## src/rtl/ysyx_22050612_mem_arb_pkg.sv

```systemverilog
// ysyx_22050612_mem_pkg
//   Shared types and sizes for the data-memory arbiter slice.
//   AW/DW/MW : address, data and byte-mask widths (MW == DW/8).
//   state_e  : sequencer states; ST_* are the encoded constants used by the FSM.
//   owner_e  : which requester owns the outstanding transaction.
package ysyx_22050612_mem_pkg;

  localparam int AW = 64;
  localparam int DW = 64;
  localparam int MW = DW / 8;

  typedef enum logic [1:0] {
    IDLE  = 2'd0,
    ISSUE = 2'd1,
    WAIT  = 2'd2
  } state_e;

  typedef enum logic {
    OWN_IFU = 1'b0,
    OWN_LSU = 1'b1
  } owner_e;

  localparam logic [1:0] ST_IDLE  = IDLE;
  localparam logic [1:0] ST_ISSUE = ISSUE;
  localparam logic [1:0] ST_WAIT  = WAIT;

endpackage

```

## src/rtl/ysyx_22050612_mem_arb_if.sv

```systemverilog
// ysyx_22050612_mem_arb_if
//   Request/response bundle used for the IFU, the LSU and the memory port.
//   master : drives req_valid/addr/wen/wdata/wmask, receives req_ready/resp_*.
//   slave  : the opposite direction.
//   The IFU never writes; its wen/wdata/wmask are tied off by whoever drives it.
interface ysyx_22050612_mem_arb_if
  import ysyx_22050612_mem_pkg::*;
  ();

  logic          req_valid;
  logic          req_ready;
  logic [AW-1:0] req_addr;
  logic          req_wen;
  logic [DW-1:0] req_wdata;
  logic [MW-1:0] req_wmask;
  logic          resp_valid;
  logic [DW-1:0] resp_data;

  modport master (
    output req_valid, req_addr, req_wen, req_wdata, req_wmask,
    input  req_ready, resp_valid, resp_data
  );

  modport slave (
    input  req_valid, req_addr, req_wen, req_wdata, req_wmask,
    output req_ready, resp_valid, resp_data
  );

endinterface

```

## src/rtl/ysyx_22050612_mem_arb_rr_arb2.sv

```systemverilog
// ysyx_22050612_rr_arb2
//   Combinational two-way round-robin pick.
//   ifu_valid, lsu_valid : request lines
//   last_grant           : owner of the most recent accepted request
//   grant[0]=IFU, grant[1]=LSU : one-hot (or zero) winner
//   A lone requester always wins; on a tie the one not granted last wins.
module ysyx_22050612_rr_arb2
  import ysyx_22050612_mem_pkg::*;
(
  input  logic       ifu_valid,
  input  logic       lsu_valid,
  input  owner_e     last_grant,
  output logic [1:0] grant
);

  always_comb begin
    grant    = 2'b00;
    grant[0] = ifu_valid && (!lsu_valid || (last_grant == OWN_LSU));
    grant[1] = lsu_valid && !grant[0];
  end

endmodule

```

## src/rtl/ysyx_22050612_mem_arb.sv

```systemverilog
// ysyx_22050612_mem_arb
//   Shares the single data-memory port between IFU fetches and LSU
//   loads/stores, one transaction outstanding at a time.
//   clk, rst : clock and synchronous active-high reset
//   ifu      : slave bundle, read-only fetch requests
//   lsu      : slave bundle, loads and byte-masked stores
//   mem      : master bundle towards the memory model
//   Optional (macro ARB_PERF_CNT_EN): perf_ifu_grant, perf_lsu_grant,
//   perf_conflict 32-bit wrapping event counters.
//
//   state | meaning
//   IDLE  | no transaction; accept the arbitration winner
//   ISSUE | mem_req_valid high with latched fields, waiting for mem_req_ready
//   WAIT  | request taken, waiting for mem_resp_valid to steer to the owner
module ysyx_22050612_mem_arb
  import ysyx_22050612_mem_pkg::*;
(
  input  logic                     clk,
  input  logic                     rst,
  ysyx_22050612_mem_arb_if.slave   ifu,
  ysyx_22050612_mem_arb_if.slave   lsu,
  ysyx_22050612_mem_arb_if.master  mem
`ifdef ARB_PERF_CNT_EN
  ,
  output logic [31:0]              perf_ifu_grant,
  output logic [31:0]              perf_lsu_grant,
  output logic [31:0]              perf_conflict
`endif
);

  logic [1:0]    state_q;
  owner_e        last_grant_q;
  owner_e        owner_q;
  logic [AW-1:0] addr_q;
  logic          wen_q;
  logic [DW-1:0] wdata_q;
  logic [MW-1:0] wmask_q;

  logic [1:0]    grant;
  logic          in_idle;
  logic          accept;
  logic          resp_fire;

  ysyx_22050612_rr_arb2 u_rr_arb2 (
    .ifu_valid  (ifu.req_valid),
    .lsu_valid  (lsu.req_valid),
    .last_grant (last_grant_q),
    .grant      (grant)
  );

  // Gating with rst keeps a reset cycle from handshaking a request or
  // delivering a response that the reset is about to throw away.
  assign in_idle   = (state_q == ST_IDLE) && !rst;
  assign accept    = in_idle && (grant != 2'b00);
  assign resp_fire = (state_q == ST_WAIT) && mem.resp_valid && !rst;

  assign ifu.req_ready = in_idle && grant[0];
  assign lsu.req_ready = in_idle && grant[1];

  assign mem.req_valid = (state_q == ST_ISSUE);
  assign mem.req_addr  = addr_q;
  assign mem.req_wen   = wen_q;
  assign mem.req_wdata = wdata_q;
  assign mem.req_wmask = wmask_q;

  assign ifu.resp_valid = resp_fire && (owner_q == OWN_IFU);
  assign ifu.resp_data  = ifu.resp_valid ? mem.resp_data : '0;
  assign lsu.resp_valid = resp_fire && (owner_q == OWN_LSU);
  // Store acknowledgements carry no data.
  assign lsu.resp_data  = (lsu.resp_valid && !wen_q) ? mem.resp_data : '0;

  always_ff @(posedge clk) begin
    if (rst) begin
      state_q      <= ST_IDLE;
      last_grant_q <= OWN_LSU;
      owner_q      <= OWN_IFU;
      addr_q       <= '0;
      wen_q        <= 1'b0;
      wdata_q      <= '0;
      wmask_q      <= '0;
    end else begin
      case (state_q)
        ST_IDLE: begin
          if (accept) begin
            state_q <= ST_ISSUE;
            if (grant[1]) begin
              owner_q      <= OWN_LSU;
              last_grant_q <= OWN_LSU;
              addr_q       <= lsu.req_addr;
              wen_q        <= lsu.req_wen;
              wdata_q      <= lsu.req_wdata;
              wmask_q      <= lsu.req_wen ? lsu.req_wmask : '0;
            end else begin
              owner_q      <= OWN_IFU;
              last_grant_q <= OWN_IFU;
              addr_q       <= ifu.req_addr;
              wen_q        <= 1'b0;
              wdata_q      <= '0;
              wmask_q      <= '0;
            end
          end
        end
        ST_ISSUE: begin
          if (mem.req_ready) state_q <= ST_WAIT;
        end
        ST_WAIT: begin
          if (mem.resp_valid) state_q <= ST_IDLE;
        end
        default: state_q <= ST_IDLE;
      endcase
    end
  end

`ifdef ARB_PERF_CNT_EN
  logic conflict_evt;

  // A conflict is a cycle where some requester is left waiting: both asking
  // in IDLE, or anyone asking while a transaction is in flight.
  assign conflict_evt = (state_q == ST_IDLE) ? (ifu.req_valid && lsu.req_valid)
                                             : (ifu.req_valid || lsu.req_valid);

  always_ff @(posedge clk) begin
    if (rst) begin
      perf_ifu_grant <= '0;
      perf_lsu_grant <= '0;
      perf_conflict  <= '0;
    end else begin
      if (ifu.req_ready) perf_ifu_grant <= perf_ifu_grant + 32'd1;
      if (lsu.req_ready) perf_lsu_grant <= perf_lsu_grant + 32'd1;
      if (conflict_evt)  perf_conflict  <= perf_conflict + 32'd1;
    end
  end
`endif

endmodule

```

## src/flat_wrapper.sv

```systemverilog
// flat-port wrapper written by rule: the top's interface ports become plain ports
module ysyx_22050612_mem_arb_flat import ysyx_22050612_mem_pkg::*;
  (clk, rst, ifu_req_valid, ifu_req_addr, ifu_req_wen, ifu_req_wdata, ifu_req_wmask, ifu_req_ready, ifu_resp_valid, ifu_resp_data, lsu_req_valid, lsu_req_addr, lsu_req_wen, lsu_req_wdata, lsu_req_wmask, lsu_req_ready, lsu_resp_valid, lsu_resp_data, mem_req_valid, mem_req_addr, mem_req_wen, mem_req_wdata, mem_req_wmask, mem_req_ready, mem_resp_valid, mem_resp_data);
  ysyx_22050612_mem_arb_if ifu_i ();
  ysyx_22050612_mem_arb_if lsu_i ();
  ysyx_22050612_mem_arb_if mem_i ();
  input  logic clk;
  input  logic rst;
  input wire logic [$bits(ifu_i.req_valid)-1:0] ifu_req_valid;
  input wire logic [$bits(ifu_i.req_addr)-1:0] ifu_req_addr;
  input wire logic [$bits(ifu_i.req_wen)-1:0] ifu_req_wen;
  input wire logic [$bits(ifu_i.req_wdata)-1:0] ifu_req_wdata;
  input wire logic [$bits(ifu_i.req_wmask)-1:0] ifu_req_wmask;
  output wire logic [$bits(ifu_i.req_ready)-1:0] ifu_req_ready;
  output wire logic [$bits(ifu_i.resp_valid)-1:0] ifu_resp_valid;
  output wire logic [$bits(ifu_i.resp_data)-1:0] ifu_resp_data;
  input wire logic [$bits(lsu_i.req_valid)-1:0] lsu_req_valid;
  input wire logic [$bits(lsu_i.req_addr)-1:0] lsu_req_addr;
  input wire logic [$bits(lsu_i.req_wen)-1:0] lsu_req_wen;
  input wire logic [$bits(lsu_i.req_wdata)-1:0] lsu_req_wdata;
  input wire logic [$bits(lsu_i.req_wmask)-1:0] lsu_req_wmask;
  output wire logic [$bits(lsu_i.req_ready)-1:0] lsu_req_ready;
  output wire logic [$bits(lsu_i.resp_valid)-1:0] lsu_resp_valid;
  output wire logic [$bits(lsu_i.resp_data)-1:0] lsu_resp_data;
  output wire logic [$bits(mem_i.req_valid)-1:0] mem_req_valid;
  output wire logic [$bits(mem_i.req_addr)-1:0] mem_req_addr;
  output wire logic [$bits(mem_i.req_wen)-1:0] mem_req_wen;
  output wire logic [$bits(mem_i.req_wdata)-1:0] mem_req_wdata;
  output wire logic [$bits(mem_i.req_wmask)-1:0] mem_req_wmask;
  input wire logic [$bits(mem_i.req_ready)-1:0] mem_req_ready;
  input wire logic [$bits(mem_i.resp_valid)-1:0] mem_resp_valid;
  input wire logic [$bits(mem_i.resp_data)-1:0] mem_resp_data;
  assign ifu_i.req_valid = ifu_req_valid;
  assign ifu_i.req_addr = ifu_req_addr;
  assign ifu_i.req_wen = ifu_req_wen;
  assign ifu_i.req_wdata = ifu_req_wdata;
  assign ifu_i.req_wmask = ifu_req_wmask;
  assign ifu_req_ready = ifu_i.req_ready;
  assign ifu_resp_valid = ifu_i.resp_valid;
  assign ifu_resp_data = ifu_i.resp_data;
  assign lsu_i.req_valid = lsu_req_valid;
  assign lsu_i.req_addr = lsu_req_addr;
  assign lsu_i.req_wen = lsu_req_wen;
  assign lsu_i.req_wdata = lsu_req_wdata;
  assign lsu_i.req_wmask = lsu_req_wmask;
  assign lsu_req_ready = lsu_i.req_ready;
  assign lsu_resp_valid = lsu_i.resp_valid;
  assign lsu_resp_data = lsu_i.resp_data;
  assign mem_req_valid = mem_i.req_valid;
  assign mem_req_addr = mem_i.req_addr;
  assign mem_req_wen = mem_i.req_wen;
  assign mem_req_wdata = mem_i.req_wdata;
  assign mem_req_wmask = mem_i.req_wmask;
  assign mem_i.req_ready = mem_req_ready;
  assign mem_i.resp_valid = mem_resp_valid;
  assign mem_i.resp_data = mem_resp_data;
  ysyx_22050612_mem_arb u_core (.clk(clk), .rst(rst), .ifu(ifu_i), .lsu(lsu_i), .mem(mem_i));
endmodule
```

## config.mk

```make
export PLATFORM = sky130hd
export DESIGN_NAME = ysyx_22050612_mem_arb_flat
export DESIGN_NICKNAME = d
export VERILOG_FILES = /design/src/rtl/ysyx_22050612_mem_arb_pkg.sv /design/src/rtl/ysyx_22050612_mem_arb_if.sv /design/src/rtl/ysyx_22050612_mem_arb_rr_arb2.sv /design/src/rtl/ysyx_22050612_mem_arb.sv /design/src/flat_wrapper.sv
export SDC_FILE = /design/constraint.sdc
export NUM_CORES = 1
export LEC_CHECK = 0
export BUFFER_PORTS_ARGS = -buffer_cell sky130_fd_sc_hd__clkbuf_2
export CORE_AREA = 2 2 242 244
export DETAILED_ROUTE_END_ITERATION = 8
export DIE_AREA = 0 0 244 246
export PLACE_DENSITY = 0.31
export REMOVE_ABC_BUFFERS = 1
export SLEW_MARGIN = 20
export SYNTH_ARGS = -nofsm -noshare
export SYNTH_HDL_FRONTEND = slang
export SYNTH_SLANG_ARGS = --single-unit
```

## constraint.sdc

```tcl
create_clock -name clk -period 1.43 [get_ports clk]
set_input_delay 0.2145 -clock clk [delete_from_list [all_inputs] [get_ports clk]]
set_output_delay 0.2145 -clock clk [all_outputs]
set_load 0.05 [all_outputs]
```

# [After elaboration in Yosys (flattened, before gate mapping)]
# Index checks and enable logic that the tools add are counted.
[word_totals] register_bits=141 word_cells=45 output_inout_bits=270 input_bits=344
[classes] reduce_logical=20 n_eq_ne=5 mux=12 n_bitwise=1
[ops] cell="two-way mux 64 bit" n=4
[ops] cell="two-way mux 8 bit" n=2
[ops] cell="logical AND 1 bit" n=11
[ops] cell="two-way mux 2 bit" n=3
[ops] cell="case mux 2 bit (3 select lines)" n=1
[ops] cell="zero test 1 bit" n=4
[ops] cell="!= test 2 x 1 -> 1 bit, second input constant" n=2
[ops] cell="AND reduction 3 bit" n=1
[ops] cell="equality test 2 x 1 -> 1 bit, second input constant" n=1
[ops] cell="equality test 2 bit, second input constant" n=1
[ops] cell="zero test 2 bit" n=1
[ops] cell="two-way mux 1 bit" n=2
[ops] cell="!= test 2 bit, second input constant" n=1
[ops] cell="AND reduction 2 bit" n=1
[ops] cell="nonzero test 2 bit" n=1
[ops] cell="logical OR 1 bit" n=1
[ops] cell="inverter 1 bit" n=1

# [Longest topological paths before layout]
[logic_depth] ltp_word=9 depth_mapped=6 ltp_nobuf=3

# [Hierarchy]
# Synthesis repeated with hierarchy kept, for this count alone.
[hier_totals] hier_cells=626 area_unflattened_um2=6206.0
[by_module_without_submodules] mod="ysyx_22050612_mem_arb" cells_each=623 instances=1 area_each_um2=6187.2 seq_area_each_um2=2822.7
[by_module_without_submodules] mod="ysyx_22050612_rr_arb2" cells_each=3 instances=1 area_each_um2=18.8 seq_area_each_um2=0.0

# [Worst setup path after synthesis]
# No wires, ideal clock.
[synth_path] path_kind="reg2out" start="register u_core.state_q[1]" end="output ifu_req_ready" t_required_ns=1.216 n_path_buf=2 stages_incl_launch_ff=5 arrival_ns=1.784 slack_ns=-0.568 cell_sequence="dfxtp_1 > or3_1 > clkbuf_1 > buf_2 > nor2_1"
[synth_between] elab_chain_cells=3
[synth_lines] item="from (decl)" line_no="ysyx_22050612_mem_arb.sv:31" text="logic [1:0] state_q;"
[synth_lines] item="from (signal assigned)" line_no="ysyx_22050612_mem_arb.sv:74" text="state_q <= ST_IDLE;"
[synth_lines] item="from (signal assigned)" line_no="ysyx_22050612_mem_arb.sv:85" text="state_q <= ST_ISSUE;"
[synth_lines] item="from (signal assigned)" line_no="ysyx_22050612_mem_arb.sv:104" text="if (mem.req_ready) state_q <= ST_WAIT;"
[synth_lines] item="zero test 2 bit" line_no="ysyx_22050612_mem_arb.sv:53" text="assign in_idle = (state_q == ST_IDLE) && !rst;"
[synth_lines] item="logical AND 1 bit" line_no="ysyx_22050612_mem_arb.sv:53"
[synth_lines] item="logical AND 1 bit" line_no="ysyx_22050612_mem_arb.sv:57" text="assign ifu.req_ready = in_idle && grant[0];"
[synth_lines] item="to (decl)" line_no="flat_wrapper.sv:14" text="output wire logic [$bits(ifu_i.req_ready)-1:0] ifu_req_ready;"
# Every way passes these cells.

# [Worst setup path in the final report]
[layout_path] start="register u_core.state_q[0]" end="output ifu_resp_data[20]"
[layout_between] elab_chain_cells=5
[layout_lines] item="equality test 2 bit" line_no="ysyx_22050612_mem_arb.sv:55" text="assign resp_fire = (state_q == ST_WAIT) && mem.resp_valid && !rst;"
[layout_lines] item="logical AND 1 bit (2 in a row)" line_no="ysyx_22050612_mem_arb.sv:55"
[layout_lines] item="logical AND 1 bit" line_no="ysyx_22050612_mem_arb.sv:66" text="assign ifu.resp_valid = resp_fire && (owner_q == OWN_IFU);"
[layout_lines] item="two-way mux 64 bit" line_no="ysyx_22050612_mem_arb.sv:67" text="assign ifu.resp_data = ifu.resp_valid ? mem.resp_data : '0;"
[layout_lines] item="to (decl)" line_no="flat_wrapper.sv:16" text="output wire logic [$bits(ifu_i.resp_data)-1:0] ifu_resp_data;"
# Every way passes these cells.

==> out/qor.yml <==
status: "finished with violations"
violated_checks: "setup timing"
start_util_pct: 11.7
mappedNetlistArea_mm2: 0.00669
areaGrowthSynthToFinish_pct: 147
worstPathMaxFanout: 17
finalHoldViolations: 0
routed_wl_um: 46600
finalWorstSetupSlack_ns: -0.918
cts_tree: "built"
die_x_um: 244
power_density_mw_per_mm2: 839
final_net_count: 1856
num_rows: 88
tritoncts_num_sinks: 141
vias: 8983
syn-instance-count: 774
route.detailed.wl_per_inst_um: 20.3
ios: 614
core_region_area_mm2: 0.0574
fin_crit_ns: 2.35
detail_route.first_pass.iterations: 5
htree_levels: 4
grt_first_pass_wirelength_um: 58800
grt_start_max_net_pins: 47
post-route-period-util_pct: 164
dpl_worst_slack_ns: -0.564
leakagePower_nw: 7.10
critPathLaunchType: "register"
floorplan.die.height_um: 246
grt_antenna_before_repair: 4
drt_iter0_drc: 260
arrival_ns: 2.13
cts-buffers-inserted: 17
filler_cell_count: 6080
drv_slew: 0
worstSkewPairLatency_ns: 0.47
grt_setup_unrepaired: "yes"
gp_congestion: 0.832
die-area_mm2: 0.0600
finalSetupViolations: 273
finClkSkew_ns: 0.0132
ys_types: 30
grt.total_usage_pct: 13.4
syn_area_per_cell_um2: 8.64
min-delay-path-class: "input pin to register"
max_cap_viol_count: 0
detail-route-antenna-nets: 0
cts_root_buffer: "sky130_fd_sc_hd__clkbuf_16"
first_global_vias: 8827
port_buffers: 540
max-slew-margin-rel_pct: 62.5
residual_overflow_from_global_routing: 0
postSynthRegisterBits: 141
dp.final_hpwl_um: 29700
worst_setup_path_end_kind: "output port"
routed_via_density: 3.92
tightestPinTransition_ns: 0.560
layout_cells_sized_above_1_pct: 60.9
power.ir.vdd_worst_uv: 780
totalNegativeSetupSlack_ns: -162.76
synth_sequential_area_ratio_pct: 42.2
synth_warnings: 0
criticalPathCategory: "register to output port"
clkSlewWorstSetupHoldPaths_ns: 0.07
timing.fmax_mhz: 426
max_root_sink_buffers: 2
critPathRequiredTime_ns: 1.22
power.total_mw: 13.9
detail_route.drc_violations: 0
## kinds of logic (layout without fill, tap and decap cells)
group / count (synthesis) / after routing / share of synthesized area [%]
compound gates: 273 / 274 / 23.7
buf+inv: 88 / 838 / 6.17
flops: 141 / 141 / 42.2
mux: 64 / 64 / 9.58
other cells: 0 / 1 / 0
simple gates: 208 / 208 / 18.3
## area by class of cell
cell class	instances	area (um2)	share of cell area (%)
diodes	1	2.50	0.0152
flip-flops and latches	141	2830	17.1
clock buffers	18	429	2.60
inverters	2	7.51	0.0455
repair buffers	804	7950	48.1
multi-input cells	546	4200	25.4
well taps	765	957	5.80
clock inverters	14	144	0.871
## power by group
part | switching, mW | internal [mW] | leakage (nW)
logic | 2.84 | 2.00 | 5.66
clock network | 2.13 | 2.46 | 0.281
registers | 0.192 | 4.24 | 1.16
## metrics by stage
step           utilization, %  hold slack (ns)  area, um2  instances
2_1_floorplan               -            0.284       6280        688
3_3_place_gp             21.3            0.431      12200       2055
3_5_place_dp             21.3            0.432      12200       2055
4_1_cts                  26.2         0.000184      15000       2243
5_1_grt                  28.8          0.00187      16500       2290
6_report                 28.8           0.0237      16500       2291
## layout by cell type (no fill, tap or decap), drive strengths merged, types with 2 or more instances in the layout
master and count:
a21oi 65, a32o 8, and2 129, buf 250, clkbuf 443, clkinv 2
dfxtp 141, dlygate4sd3 129, inv 12, mux2i 64, nand3 65, nor2 6
nor3 2, o211ai 64, o21ai 132
## cells in the mapped netlist (all sizes together)
library cell  number  area, um2
dfxtp            141       2820
o21ai            131        656
and2             129        807
a21oi             65        325
nand3             65        325
mux2i             64        641
o211ai            64        480
clkbuf            53        206
buf               33        199
a32o               8       80.1
nor2               6       22.5
inv                2       7.50
nor3               2       26.3
a211o              1       8.76
a21boi             1       11.3
a22oi              1       7.51
a31o               1       8.76
and3               1       6.26
nand2              1       3.75
nor2b              1       6.26
nor3b              1       12.5
o2bb2ai            1       8.76
or3                1       6.26
or3b               1       11.3
## worst max-delay path, cell delays in order (launching register included)
cell	delay, ns
sky130_fd_sc_hd__dfxtp_2	0.32
sky130_fd_sc_hd__or3b_4	0.41
sky130_fd_sc_hd__nor3b_4	0.26
sky130_fd_sc_hd__buf_4	0.16
sky130_fd_sc_hd__buf_12	0.14
sky130_fd_sc_hd__and2_1	0.19
sky130_fd_sc_hd__buf_8	0.16
## repair_timing
item,CTS,global route
endpoints found under the setup margin,274,277
hold buffers,129,0
gates cloned,10,34
gates resized for setup,175,344
buffers inserted,18,17
pin swaps,11,185
hold endpoints to repair,105,0
## flip-flops by register name, summed over array words and instances (netlist names)
register              flops
u_core.mem.req_wdata     64
u_core.mem.req_wen        1
u_core.mem.req_addr      64
u_core.state_q            2
u_core.last_grant_q       1
u_core.mem.req_wmask      8
u_core.owner_q            1
## routing by layer
metal | vias up | global-route usage, % | part of all wire [%]
met5 | - | 0 | 0.092
met4 | 6 | 4.41 | 2.2
met3 | 41 | 4.38 | 6.1
met2 | 387 | 24.4 | 53
met1 | 4272 | 14.7 | 39
li1 | 4277 | - | -
## worst paths after layout
check / to / slack (ns) / from / depth (start not counted)
worst max-delay path: ifu_resp_data[20] / -0.92 / u_core.state_q[0] / 6
worst min-delay path: u_core.mem.req_addr[20] / 0.02 / lsu_req_addr[20] / 3
worst max register to register: u_core.mem.req_addr[3] / -0.49 / u_core.state_q[0] / 9
worst min register to register: u_core.mem.req_wdata[45] / 0.46 / u_core.mem.req_wdata[45] / 2
(Power assumes the default switching activity.)
